### src/rtl/fetch_stage_pkg.sv
// Shared definitions for the 16-bit core front end.
// Holds the opcode encodings that fetch, decode control and the hazard unit
// all agree on, the bubble encoding, and the default datapath widths.
package fetch_stage_pkg;

    localparam int PC_W_DEFAULT    = 16;
    localparam int INSTR_W_DEFAULT = 16;
    localparam int PC_INC_DEFAULT  = 2;

    localparam logic [15:0] RESET_PC_DEFAULT  = 16'h0000;
    // ADD r0,r0,r0: writes r0, which is hard-wired, so it has no architectural effect.
    localparam logic [15:0] NOP_INSTR_DEFAULT = 16'h0000;

    // Opcode lives in instr[15:12].
    typedef enum logic [3:0] {
        OP_B   = 4'hC,
        OP_BR  = 4'hD,
        OP_PCS = 4'hE,
        OP_HLT = 4'hF
    } opcode_e;

endpackage

### src/rtl/fetch_stage_pipe_reg.sv
// Generic pipeline register used for the PC and every IF/ID field.
// Ports:
//   clk      core clock
//   rst      synchronous, active-high reset to RST_VAL
//   clr      synchronous clear to clr_val (beats en)
//   clr_val  value loaded on clr
//   en       load d when set, otherwise hold
//   d / q    data in / registered data out
module fetch_stage_pipe_reg #(
    parameter int           W       = 16,
    parameter logic [W-1:0] RST_VAL = '0
) (
    input  logic         clk,
    input  logic         rst,
    input  logic         clr,
    input  logic [W-1:0] clr_val,
    input  logic         en,
    input  logic [W-1:0] d,
    output logic [W-1:0] q
);

    // NOTE: sequential state uses non-blocking assignments so every register
    // samples pre-edge values regardless of evaluation order; the reset lives
    // inside the clocked branch, making it synchronous.
    always_ff @(posedge clk) begin
        if (rst) begin
            q <= RST_VAL;
        end else if (clr) begin
            q <= clr_val;
        end else if (en) begin
            q <= d;
        end
    end

endmodule

### src/rtl/fetch_stage.sv
// Instruction-fetch stage plus IF/ID pipeline register.
// Holds the PC, addresses the asynchronous-read instruction memory and
// registers {instr, PC+PC_INC, valid} into IF/ID. Handles hazard stalls,
// decode-resolved branch redirects and the HLT freeze.
// Ports:
//   clk, rst        core clock, synchronous active-high reset
//   stall           hold PC, IF/ID and halt state this cycle
//   redirect        taken branch: load redirect_pc, squash IF/ID, clear halt
//   redirect_pc     branch target (passed through unaligned as given)
//   imem_addr       instruction memory address (= current PC)
//   imem_data       instruction read data, valid in the same cycle
//   ifid_instr      registered instruction for decode
//   ifid_pc_plus2   registered PC+PC_INC of that instruction
//   ifid_valid      1 = real instruction, 0 = bubble
//   fetch_halted    1 = HLT fetched, PC frozen
module fetch_stage
    import fetch_stage_pkg::*;
#(
    parameter int                PC_W      = PC_W_DEFAULT,
    parameter int                INSTR_W   = INSTR_W_DEFAULT,
    parameter logic [PC_W-1:0]   RESET_PC  = PC_W'(RESET_PC_DEFAULT),
    parameter int                PC_INC    = PC_INC_DEFAULT,
    parameter logic [INSTR_W-1:0] NOP_INSTR = INSTR_W'(NOP_INSTR_DEFAULT)
) (
    input  logic               clk,
    input  logic               rst,
    input  logic               stall,
    input  logic               redirect,
    input  logic [PC_W-1:0]    redirect_pc,
    output logic [PC_W-1:0]    imem_addr,
    input  logic [INSTR_W-1:0] imem_data,
    output logic [INSTR_W-1:0] ifid_instr,
    output logic [PC_W-1:0]    ifid_pc_plus2,
    output logic               ifid_valid,
    output logic               fetch_halted
);

    logic [PC_W-1:0] pc_q;
    logic [PC_W-1:0] pc_plus;
    logic            hlt_seen;
    logic            fetch_ok;
    logic            advance_pc;
    logic            ifid_bubble;

    assign imem_addr = pc_q;
    // Natural PC_W-bit wrap: FFFE + 2 -> 0000.
    assign pc_plus   = pc_q + PC_W'(PC_INC);
    assign hlt_seen  = (imem_data[INSTR_W-1 -: 4] == OP_HLT);

    // Redirect is wired to each register's clear port, which outranks enable,
    // so it wins over stall and halt without appearing in the terms below.
    assign fetch_ok    = !stall && !fetch_halted;
    // HLT is latched into IF/ID but the PC stays on the HLT address.
    assign advance_pc  = fetch_ok && !hlt_seen;
    // While halted, decode sees a fresh bubble every unstalled cycle.
    assign ifid_bubble = redirect || (!stall && fetch_halted);

    fetch_stage_pipe_reg #(.W(PC_W), .RST_VAL(RESET_PC)) u_pc (
        .clk     (clk),
        .rst     (rst),
        .clr     (redirect),
        .clr_val (redirect_pc),
        .en      (advance_pc),
        .d       (pc_plus),
        .q       (pc_q)
    );

    fetch_stage_pipe_reg #(.W(INSTR_W), .RST_VAL(NOP_INSTR)) u_ifid_instr (
        .clk     (clk),
        .rst     (rst),
        .clr     (ifid_bubble),
        .clr_val (NOP_INSTR),
        .en      (fetch_ok),
        .d       (imem_data),
        .q       (ifid_instr)
    );

    fetch_stage_pipe_reg #(.W(PC_W), .RST_VAL('0)) u_ifid_pc_plus2 (
        .clk     (clk),
        .rst     (rst),
        .clr     (ifid_bubble),
        .clr_val ('0),
        .en      (fetch_ok),
        .d       (pc_plus),
        .q       (ifid_pc_plus2)
    );

    fetch_stage_pipe_reg #(.W(1), .RST_VAL(1'b0)) u_ifid_valid (
        .clk     (clk),
        .rst     (rst),
        .clr     (ifid_bubble),
        .clr_val (1'b0),
        .en      (fetch_ok),
        .d       (1'b1),
        .q       (ifid_valid)
    );

    // Halt sets on the cycle HLT is captured and only a redirect or reset clears it.
    fetch_stage_pipe_reg #(.W(1), .RST_VAL(1'b0)) u_halted (
        .clk     (clk),
        .rst     (rst),
        .clr     (redirect),
        .clr_val (1'b0),
        .en      (fetch_ok && hlt_seen),
        .d       (1'b1),
        .q       (fetch_halted)
    );

endmodule

### config.mk
export PLATFORM = sky130hd
export DESIGN_NAME = fetch_stage
export DESIGN_NICKNAME = d
export VERILOG_FILES = /design/src/rtl/fetch_stage_pkg.sv /design/src/rtl/fetch_stage_pipe_reg.sv /design/src/rtl/fetch_stage.sv
export SDC_FILE = /design/constraint.sdc
export NUM_CORES = 1
export LEC_CHECK = 0
export BUFFER_PORTS_ARGS = -buffer_cell sky130_fd_sc_hd__clkbuf_2
export CORE_UTILIZATION = 49
export CTS_CLUSTER_DIAMETER = 50
export CTS_CLUSTER_SIZE = 30
export DETAILED_ROUTE_END_ITERATION = 12
export PLACE_DENSITY = 0.8
export SYNTH_ARGS = -nofsm -noshare
export SYNTH_HDL_FRONTEND = slang
export SYNTH_SLANG_ARGS = --single-unit
export TNS_END_PERCENT = 1
### constraint.sdc
create_clock -name clk -period 2.2 [get_ports clk]
set_input_delay 0.22 -clock clk [delete_from_list [all_inputs] [get_ports clk]]
set_output_delay 0.22 -clock clk [all_outputs]
set_load 0.005 [all_outputs]
==> summary.md <==
| Metric | Value |
|---|---|
| Run status | complete, but fails checks |
| Failing checks | DRC |
| Gate Count Post-Synth | 281 |
| Min cycle time layout | between 2 and 2.5 ns |
| Worst-Skew Late Latency | just over 0.3 ns |
| Mapped Nets | about 320 |
| Wire length per cell | 12.91 µm |
| Sw Share | approximately 27% |
| Total grt overflow | 0 |
| Critical Path Start | u_pc.q[2] |
| Antenna Violating Nets Remaining | 0 |
| Fmax achieved | between 400 and 500 MHz |
| R2R setup slack | 0.14 ns |
| Root buf cell | clkbuf_8 |
| Hold WC Path Type | in2reg |
| Pwr per Cell Area | 627.3 nW/µm² |
| Via Count | between 2000 and 2500 |
| Data arrival, critical path | approximately 2.3 ns |
| Final setup violation count | 0 |
| Layout cells sized above 1 | a little under a third |
| Initial antenna violation count | 0 |
| Drt total wl | ~5300 µm |
| Post-CTS sizing | 0 |
| Clock skew | 0.01431 ns |
| Tot GR Track Use | a little over a fifth |
| Chip height | 71.25 µm |
| Initial Util | 52.52% |
| Setup bufs post-CTS | 0 |
| Max-Cap Viols | 0 |
| Unrepaired setup endpoints after global routing | no |
| Critical path's slowest cell | or4_4 |
| TritonCTS clock tree | built |
| Syn_area_per_cell | between 8 and 9 µm² |
| Worst-case clock buffer depth | 2 |
| P_int | 1.328 mW |
| Drt pass-1 iters | 8 |
| R2R depth | 5 |
| Post-CTS Hold Fix Bufs | 0 |
| VDD IR max | between 300 and 400 µV |
| Dpl ws | about 0.17 ns |
| Most area-consuming cells after synthesis | dfxtp_1 (43%), nand2_1 (6.9%), xnor2_1 (5.6%), a21oi_1 (5.5%), a211oi_1 (4.5%) |
| Crit path capture | u_pc.q[13] |
| Yosys reg bits | 50 |
| DIE AREA | slightly above 5000 µm² |
| H-tree depth | 2 |
| Final Hold Fails | 0 |
| Vias in the first global route | around 1900 |
| Clock transition at path regs | 0.10 ns |
| Reg-to-Reg Start | u_pc.q[2] |
| CP required | around 2.4 ns |
| Largest stage delay, worst path | approximately 0.55 ns |
| Pleak | ~1.2 nW |
| Area grow syn2layout | 23.43% |
| Crit-path max FO | 9 |
| Final worst slack | ~0.14 ns |
| Worst slew pin tran | 0.4682 ns |
| CTS sink count | 50 |
| Seq/Total Area, Yosys | between 40% and 50% |
| Count of cell types in the netlist | 44 |
| Mapped cell area | between 2000 and 2500 µm² |
| Port buffer count | 85 |
| Final period util | a little over nine tenths |
| Max Slew Vio Count | 0 |
| Crit-path cells | ha_1 > nand3_4 > or4_4 > o21a_1 > o311a_1 |
| Setup TNS | 0 ns |
| Cell accounting for the most synthesized area | dfxtp_1 |
| Worst r2r dst | u_pc.q[13] |
| Switching power total | around 500 µW |
| Slew headroom | 68.50% |
| Asr flop ratio synth | 0% |
| Largest net degree at the start of global routing | 31 |
| Prevailing post-synth register cell | dfxtp_1 |
| Die Wd | 71.25 µm |
| Vias per inst | about 5.2 |
| # DRC | 5 |
| Number of flops mapped to enable cells by yosys | 0 |
| Core box area | around 4500 µm² |
| First-pass GRT wire length | roughly 8800 µm |
| Yosys warns | 0 |
| Routability cong. | approximately 0.85 |
| Worst Setup Start Kind | flop |
| Yosys top cell area share | 42.60% |
| Initial detailed-routing violation count | 117 |
| Clock power share | between 30% and 40% |
| Sequential fraction of design power | ~55% |
| HPWL after DPL | between 3000 and 4000 µm |
| Row count | 24 |
| # diodes | 0 |
| Critical path class | reg2reg |
| CTS buffer count | 5 |
| Logic pwr share | 14.2% |
| Final nets | ~390 |
| Setup crit end kind | flop |
| Boundary pin count | 86 |
| Cell count of the worst hold path | 3 |
-- state kept, by name, summed over array words and instances (netlist names) --
name,flops
u_halted.q,1
u_ifid_instr.q,16
u_ifid_pc_plus2.q,16
u_ifid_valid.q,1
u_pc.q,16
-- power by group through the flow --
| stage | clock network (mW) | logic (mW) | registers [mW] |
|---|---|---|---|
| final | 0.565 | 0.259 | 0.995 |
| after global routing | 0.618 | 0.290 | 1.00 |
| after CTS | 0.581 | 0.261 | 0.995 |
| after detailed placement | 0 | 0.259 | 1.02 |
| after global placement | 0 | 0.257 | 1.01 |
| after floorplan | 0 | 0.156 | 1.01 |
-- worst max-delay path, delay by kind of cell (launching register included) --
kind / cells / cell delay (ns)
and+or+nand+nor: 2 / 0.72
DFF: 1 / 0.47
AOI/OAI and AO/OA: 2 / 0.46
adders and majority gates: 1 / 0.31
-- cells in the mapped netlist, types with 2 or more instances --
cell type / number
a2111oi_0: 2
a211oi_1: 14
a21oi_1: 26
buf_1: 2
buf_2: 2
clkbuf_1: 15
clkbuf_2: 2
dfxtp_1: 50
inv_1: 13
mux2i_1: 2
nand2_1: 43
nand2b_1: 4
nand3_1: 7
nand4_1: 2
nor2_1: 25
nor2b_1: 2
nor3_1: 9
nor3b_1: 4
nor4_1: 4
nor4_4: 2
o21a_1: 8
o311a_1: 3
xnor2_1: 15
xor2_1: 5
-- cell type report --
type	count	area [µm²]
fill	384	1574
multi-input combinational	195	1209
sequential	50	1001
timing repair buffer	92	478.0
clock buffer	6	82.58
tap	52	65.06
inverter	13	48.80
clock inverter	2	16.27
-- cell usage in the layout (no fill, tap or decap), types with 3 or more instances in the layout --
cell      instances
nand2_1          43
clkbuf_8          6
nor4_1            4
nor2_1           24
a21oi_1          26
o21a_1            8
xnor2_1          15
xor2_1            5
nand3_1           7
nor3b_1           4
a211oi_1         14
nor3_1            9
inv_1            13
clkbuf_2         85
buf_4             7
o311a_1           3
dfxtp_1          50
nand2b_1          4
-- worst min-delay path by stage --
| stage | from | to | slack, ns |
|---|---|---|---|
| after global routing | imem_data[5] | u_ifid_instr.q[5] | 0.13 |
| after CTS | imem_data[6] | u_ifid_instr.q[6] | 0.12 |
| final | imem_data[6] | u_ifid_instr.q[6] | 0.12 |
| after detailed placement | u_ifid_instr.q[9] | u_ifid_instr.q[9] | 0.45 |
| after global placement | u_ifid_instr.q[2] | u_ifid_instr.q[2] | 0.44 |
| after floorplan | imem_data[0] | u_ifid_instr.q[0] | 0.36 |
-- cells by family after synthesis --
group                    after synthesis  synth area share, %
flip-flops                            50                42.60
AO/OA/AOI/OAI                         60                16.88
AND/OR/NAND/NOR                      112                25.24
multiplexers                           2               0.8520
adder cells (fa/ha/maj)                1               0.5324
XOR/XNOR                              20                7.455
buffers and inverters                 36                6.443
-- stage by stage --
step | total power, mW | hold WS (ns) | cells | area (µm²) | utilization [%]
after global routing | 1.910 | 0.1252 | 410 | 2900 | 64.82
after detailed placement | 1.275 | 0.4456 | 402 | 2801 | 62.61
final | 1.819 | 0.1239 | 410 | 2900 | 64.82
after floorplan | 1.165 | 0.3560 | 281 | 2350 | -
after CTS | 1.837 | 0.1187 | 410 | 2900 | 64.82
after global placement | 1.269 | 0.4419 | 402 | 2801 | 62.61
-- metal layers --
metal	vias to the layer above	wire length, µm	GRT usage, %
met3	9	279	4.641
met4	0	85	8.889
met2	69	2431	33.54
li1	1120	-	-
met1	945	2496	29.82
met5	-	0	0
Power figures use the tool's default switching activity.
